$ cat config.mk
export PLATFORM = sky130hd
export DESIGN_NAME = seg7_0_99
export DESIGN_NICKNAME = d
export VERILOG_FILES = /design/src/rtl/seg7_pkg.sv /design/src/rtl/bcd_to_seg7.sv /design/src/rtl/seg7_0_99.sv
export SDC_FILE = /design/constraint.sdc
export NUM_CORES = 1
export LEC_CHECK = 0
export ABC_AREA = 0
export ABC_CLOCK_PERIOD_IN_PS = 1320
export CORE_AREA = 2 2 39 41
export DETAILED_ROUTE_END_ITERATION = 8
export DIE_AREA = 0 0 41 43
export PLACE_DENSITY = 0.75
export SLEW_MARGIN = 20
export SYNTH_ARGS = -nofsm -noshare
export SYNTH_HDL_FRONTEND = slang
export SYNTH_SLANG_ARGS = --single-unit
$ cat constraint.sdc
create_clock -name clk -period 1.32 [get_ports clk]
set_clock_uncertainty 0.15 [all_clocks]
set_input_delay 0.264 -clock clk [delete_from_list [all_inputs] [get_ports clk]]
set_output_delay 0.264 -clock clk [all_outputs]
set_load 0.01 [all_outputs]
$ cat src/rtl/seg7_pkg.sv
// Shared constants for the two-digit seven-segment display driver.
// Segment patterns are active-high and ordered {g,f,e,d,c,b,a}.
package seg7_pkg;

  typedef logic [6:0] seg_t;
  typedef logic [1:0] chan_t;

  localparam seg_t SEG_0     = 7'h3F;
  localparam seg_t SEG_1     = 7'h06;
  localparam seg_t SEG_2     = 7'h5B;
  localparam seg_t SEG_3     = 7'h4F;
  localparam seg_t SEG_4     = 7'h66;
  localparam seg_t SEG_5     = 7'h6D;
  localparam seg_t SEG_6     = 7'h7D;
  localparam seg_t SEG_7     = 7'h07;
  localparam seg_t SEG_8     = 7'h7F;
  localparam seg_t SEG_9     = 7'h6F;
  localparam seg_t SEG_DASH  = 7'h40;
  localparam seg_t SEG_BLANK = 7'h00;

  localparam chan_t CH_TENS  = 2'b10;
  localparam chan_t CH_UNITS = 2'b01;
  localparam chan_t AN_OFF   = 2'b00;

endpackage

$ cat src/rtl/bcd_to_seg7.sv
// Combinational BCD to seven-segment decoder, active-high segments.
// Values 10-15 are not valid BCD and show a dash.
module bcd_to_seg7
  import seg7_pkg::*;
(
  input  logic [3:0] i_bcd,
  output logic [6:0] o_seg
);

  // Decode one digit value to its segment pattern
  always_comb begin
    o_seg = SEG_DASH;
    case (i_bcd)
      4'd0:    o_seg = SEG_0;
      4'd1:    o_seg = SEG_1;
      4'd2:    o_seg = SEG_2;
      4'd3:    o_seg = SEG_3;
      4'd4:    o_seg = SEG_4;
      4'd5:    o_seg = SEG_5;
      4'd6:    o_seg = SEG_6;
      4'd7:    o_seg = SEG_7;
      4'd8:    o_seg = SEG_8;
      4'd9:    o_seg = SEG_9;
      default: o_seg = SEG_DASH;
    endcase
  end

endmodule

$ cat src/rtl/seg7_0_99.sv
// Registered two-digit (0-99) seven-segment driver. The external driver
// alternates disp_channel; this block decodes the selected digit, applies
// leading-zero blanking and output polarity, and registers seg/an.
module seg7_0_99
  import seg7_pkg::*;
#(
  parameter bit ACTIVE_LOW         = 1'b0,
  parameter bit BLANK_LEADING_ZERO = 1'b0
) (
  input  logic       clk,
  input  logic       rst,
  input  logic [3:0] bcd,
  input  logic [1:0] disp_channel,
  output logic [6:0] seg,
  output logic [1:0] an
);

  logic [6:0] w_seg_dec;
  logic [6:0] w_seg_hi;
  logic [1:0] w_an_hi;
  logic [6:0] w_seg_d;
  logic [1:0] w_an_d;
  logic [6:0] r_seg;
  logic [1:0] r_an;

  bcd_to_seg7 u_dec (
    .i_bcd (bcd),
    .o_seg (w_seg_dec)
  );

  // Select digit enable and segment pattern for the requested channel
  always_comb begin
    w_seg_hi = SEG_BLANK;
    w_an_hi  = AN_OFF;
    case (disp_channel)
      CH_TENS: begin
        w_an_hi  = CH_TENS;
        // Blanked tens digit keeps its enable so the display timing is unchanged
        w_seg_hi = (BLANK_LEADING_ZERO && (bcd == 4'd0)) ? SEG_BLANK : w_seg_dec;
      end
      CH_UNITS: begin
        w_an_hi  = CH_UNITS;
        w_seg_hi = w_seg_dec;
      end
      default: begin
        w_an_hi  = AN_OFF;
        w_seg_hi = SEG_BLANK;
      end
    endcase
  end

  // Polarity is the last stage before the registers, so it costs no latency
  always_comb begin
    w_seg_d = ACTIVE_LOW ? ~w_seg_hi : w_seg_hi;
    w_an_d  = ACTIVE_LOW ? ~w_an_hi  : w_an_hi;
  end

  // Output registers; reset loads the blank state in the selected polarity
  always_ff @(posedge clk) begin
    if (rst) begin
      r_seg <= ACTIVE_LOW ? ~SEG_BLANK : SEG_BLANK;
      r_an  <= ACTIVE_LOW ? ~AN_OFF : AN_OFF;
    end else begin
      r_seg <= w_seg_d;
      r_an  <= w_an_d;
    end
  end

  assign seg = r_seg;
  assign an  = r_an;

endmodule

=== Word-level counts from Yosys, hierarchy flattened ===
Memory sizes are Yosys's and may differ from the RTL's. A register that Yosys moved wholly into a read port is not among the register bits.
Cells that the tools add are included.

* Register bits: 2
* Bits in read-only memories: 112
* Bits of input ports: 8
* Output and inout port bits: 9
* Logic and storage cells: 8
* Memories kept: 1

{| class="wikitable"
|+ Memory list
! name !! words !! width !! read ports !! clocked after Yosys merged registers in !! wr ports !! RTL line !! text
|-
| (name not given) || 16 || 7 || 1 || 1 || 0 || bcd_to_seg7.sv:13 || <nowiki>case (i_bcd)</nowiki>
|}

* Equal/unequal tests: 2
* Muxes and demuxes: 1
* Bitwise operators: 1
* Reduce and logical (&&, ||, !) cells: 2

{| class="wikitable"
|+ Operators with widths
! kind !! number
|-
| $pmux W2 S2 || 1
|-
| $reduce_or A2 Y1 || 2
|-
| $eq A2 B1 Y1 const B || 1
|-
| $eq A2 B2 Y1 const B || 1
|-
| $not A1 Y1 || 1
|}

=== Longest topological paths before layout ===
* Depth in word-level cells: 4
* Mapped depth: 5
* Mapped depth without buffers: 5

=== Modules after synthesis ===
From an unflattened synthesis, not the netlist that was laid out.

* Cell total of the unflattened synthesis: 52
* Area, all modules: 521.8 um^2

{| class="wikitable"
|+ Modules (own cells, without submodules)
! module !! instances !! cells an instance !! area each (um^2) !! sequential area each (um^2)
|-
| seg7_0_99 || 1 || 23 || 294.0 || 180.2
|-
| bcd_to_seg7 || 1 || 29 || 227.7 || 0.0
|}

=== Worst setup path after synthesis ===
No wires, ideal clock.

* Kind: input to register
* Start: input disp_channel[0]
* End: register r_seg[0], in the netlist seg[0]
* Library setup time: 0.069 ns
* Arrival time: 0.942 ns
* Data required time: 1.101 ns
* Slack: 0.159 ns
* Cell stages on the path: 5
* Buffers on the path: 0
* Cells stage by stage: inv_1 > ha_1 > nor2_8 > nand3b_1 > o21ai_1

* Word-level cells in the longest chain between the ends: 4
* Elaborated cells on any way between the ends: 5
* Classes of those cells: eq/ne: 2; bitwise: 1; reduce/logical: 2

{| class="wikitable"
|+ RTL lines
! item !! RTL line !! text
|-
| from (decl) || seg7_0_99.sv:13 || <nowiki>input logic [1:0] disp_channel,</nowiki>
|-
| $eq A2 B1 Y1 / $eq A2 B2 Y1 (equally long branches) || seg7_0_99.sv:35 || <nowiki>case (disp_channel)</nowiki>
|-
| $reduce_or A2 Y1 (no source line) * || -- ||
|-
| $not A1 Y1 (no source line) * || -- ||
|-
| $reduce_or A2 Y1 (no source line) * || -- ||
|-
| to (decl) || seg7_0_99.sv:23 || <nowiki>logic [6:0] r_seg;</nowiki>
|}

Every way passes the cells marked *; elsewhere a longest branch is shown, timed or not.
A chain may end at the register's enable or synchronous reset.

=== Worst setup path in the final report ===
* Start: register r_seg[2], in the netlist seg[2]
* End: output seg[2]

{| class="wikitable"
|+ RTL lines
! item !! RTL line !! text
|-
| to (decl) || seg7_0_99.sv:14 || <nowiki>output logic [6:0] seg,</nowiki>
|}

No word-level cell between the ends.

==> run summary <==
Antenna diodes -> 0
# clock sinks -> 9
Worst path slowest cell -> dfxtp_1
via count of the first global-routing pass -> 335
crit path time final -> 1.22 ns
Hold WC Path Type -> input port to register
wire per inst -> 8.48 um
total gr overflow -> 0
switch share -> 23.5%
fmax -> 0.817 GHz
Core Footprint -> 1380 um2
Clock Path Buffers -> 2
pre-CTS setup slack -> -0.427 ns
final setup fails -> 0
top area cells in the synthesized netlist -> dfxtp_1 (37%), ha_1 (20%), buf_6 (4.6%), inv_1 (4.6%), nor2_8 (4.1%)
Slew headroom -> 78.1%
largest net degree at the start of global routing -> 11
clock share of power -> 31.4%
Worst EP arrival -> 0.81 ns
Tightest Pin Transition -> 0.329 ns
H-tree depth -> 1
syn_area_per_cell -> 9.83 um2
hpwl dp -> 628 um
TritonCTS buffer count -> 3
LEAKAGE -> 0.390 nW
critical path endpoint category -> primary output
Setup CP Type -> register to primary output
fin nets -> 89
Async S/R FF share, synth -> 0%
DIE AREA -> 1760 um2
CTS tree -> yes
row cnt -> 14
Max stage delay on crit path -> 0.30 ns
post-route setup slack -> 0.0966 ns
TNS Setup -> 0 ns
DRC viols -> 0
final WL -> 746 um
Logic pwr share -> 21.4%
# port buffers -> 16
Die Span X -> 41 um
RSZ-0062 raised after global routing -> false
Critical Path RT -> 0.91 ns
dominant cell type by area after synthesis -> dfxtp_1
Hold Fails Final Rpt -> 0
Yosys reg bits -> 9
I/O pin cnt -> 17
Global Route Usage Sum -> 10.6%
Layout area overhead -> 43.8%
global-route wire length before repair -> 1.25 mm
worst-path maximum fanout -> 1
Post-DRT Antenna Nets -> 0
PwrDens -> 871 nW/um2
register share of total power -> 47.2%
share of cells above drive strength 1 -> 16.7%
drt initial violations -> 4
Synth Instances -> 50
Hold WS -> 0.305 ns
switching power -> 0.145 mW
drt first pass iters -> 3
initial antenna violation count -> 0
worst path cell trace -> dlygate4sd2_1
total power -> 0.615 mW
Commonest cells post-synth -> dfxtp_1 (9), ha_1 (8), inv_1 (6), nor2b_1 (3)
Most used DFF post-synth -> dfxtp_1
GPL Wtd Cong -> 0.746
count leader, synth -> dfxtp_1
sequential share of the synthesized area -> 36.6%
starting density of the core -> 35.5%
Post-synth EDFFs -> 0
outcome -> completed
fin crit share -> 92.7%
synthesized area -> 492 um2
Vias -> 380
Synth warnings -> 0
via density per instance -> 4.32
clock root buffer master -> clkbuf_4
delay-heaviest family, CP -> flip-flops
cell-internal power -> 0.471 mW
critical path launch point type -> register
share of the synthesized area in the top cell type -> 36.6%
Clock transition at path regs -> 0.05 ns
post-synthesis net count -> 66
Final Slew Violations -> 0
Die Y -> 43 um
Netlist cell types -> 20
Crit path buffers/inverters -> 1
IR drop worst, VDD -> 0.286 mV
max_cap viols -> 0
## sequential cells by signal (all words and copies together) (netlist names)
register / cells
an: 2
seg: 7
## power groups by stage
| stage | Combinational [mW] | Clock [mW] | Sequential, mW |
|---|---|---|---|
| global placement | 0.140 | 0 | 0.296 |
| finish | 0.132 | 0.193 | 0.290 |
| detailed placement | 0.142 | 0 | 0.297 |
| CTS | 0.134 | 0.202 | 0.291 |
| floorplan | 0.0643 | 0 | 0.306 |
| global route | 0.147 | 0.222 | 0.292 |
## final timing paths
| kind | startpoint | endpoint | slack (ns) | cells after the start |
|---|---|---|---|---|
| worst max-delay path | seg[2] | seg[2] | 0.1 | 1 |
| worst min-delay path | disp_channel[1] | an[1] | 0.30 | 3 |
## per-layer routing
metal | wire length (um) | share of wire [%] | up-vias | global-route usage [%]
met5 | 0 | 0 | - | 0
met3 | 19 | 2.5 | 0 | 1.57
met1 | 322 | 43 | 167 | 11.9
met2 | 404 | 54 | 6 | 15.9
met4 | 0 | 0 | 0 | 10.0
li1 | - | - | 207 | -
## layout make-up
| class | count | area [um2] |
|---|---|---|
| fill | 131 | 677 |
| multi-input combinational | 33 | 279 |
| sequential | 9 | 180 |
| timing repair buffer | 20 | 179 |
| clock buffer | 4 | 26.3 |
| inverter | 6 | 22.5 |
| tap | 16 | 20.0 |
## cell families after synthesis
kind of cell,Yosys count,share of synthesized area [%]
buffers and inverters,8,9.16
adders and majority gates,8,20.4
muxes,1,2.04
AOI/OAI and AO/OA,10,12.7
and+or+nand+nor,14,19.1
DFF,9,36.6
## per-stage QoR
step | cell area, um2 | util (%) | cells
3_5_place_dp | 679 | 49.1 | 84
4_1_cts | 702 | 50.7 | 88
5_1_grt | 707 | 51.1 | 88
3_3_place_gp | 679 | 49.1 | 84
6_report | 707 | 51.1 | 88
2_1_floorplan | 492 | - | 50
## layout by cell type (no fill, tap or decap), drive strengths merged
cell type,Yosys,routed
o211a,1,1
nor2,3,3
dfxtp,9,9
ha,8,8
dlymetal6s2s,0,2
nand2b,1,1
clkdlybuf4s50,0,1
nand3b,1,1
inv,6,6
nor2b,4,4
buf,2,4
clkbuf,0,4
o22ai,2,2
nand3,1,1
o21a,2,2
dlygate4sd2,0,13
a21oi,2,2
o21ai,3,3
mux2i,1,1
nand2,2,2
and2,2,2
## repair_timing
item,in CTS,in global routing
hold buffers,0,0
gates resized for setup,16,2
gates cloned,0,0
setup endpoints to repair,16,2
buffers inserted,0,0
pin swaps,1,0
No activity file was read; power rests on OpenSTA's default activity.
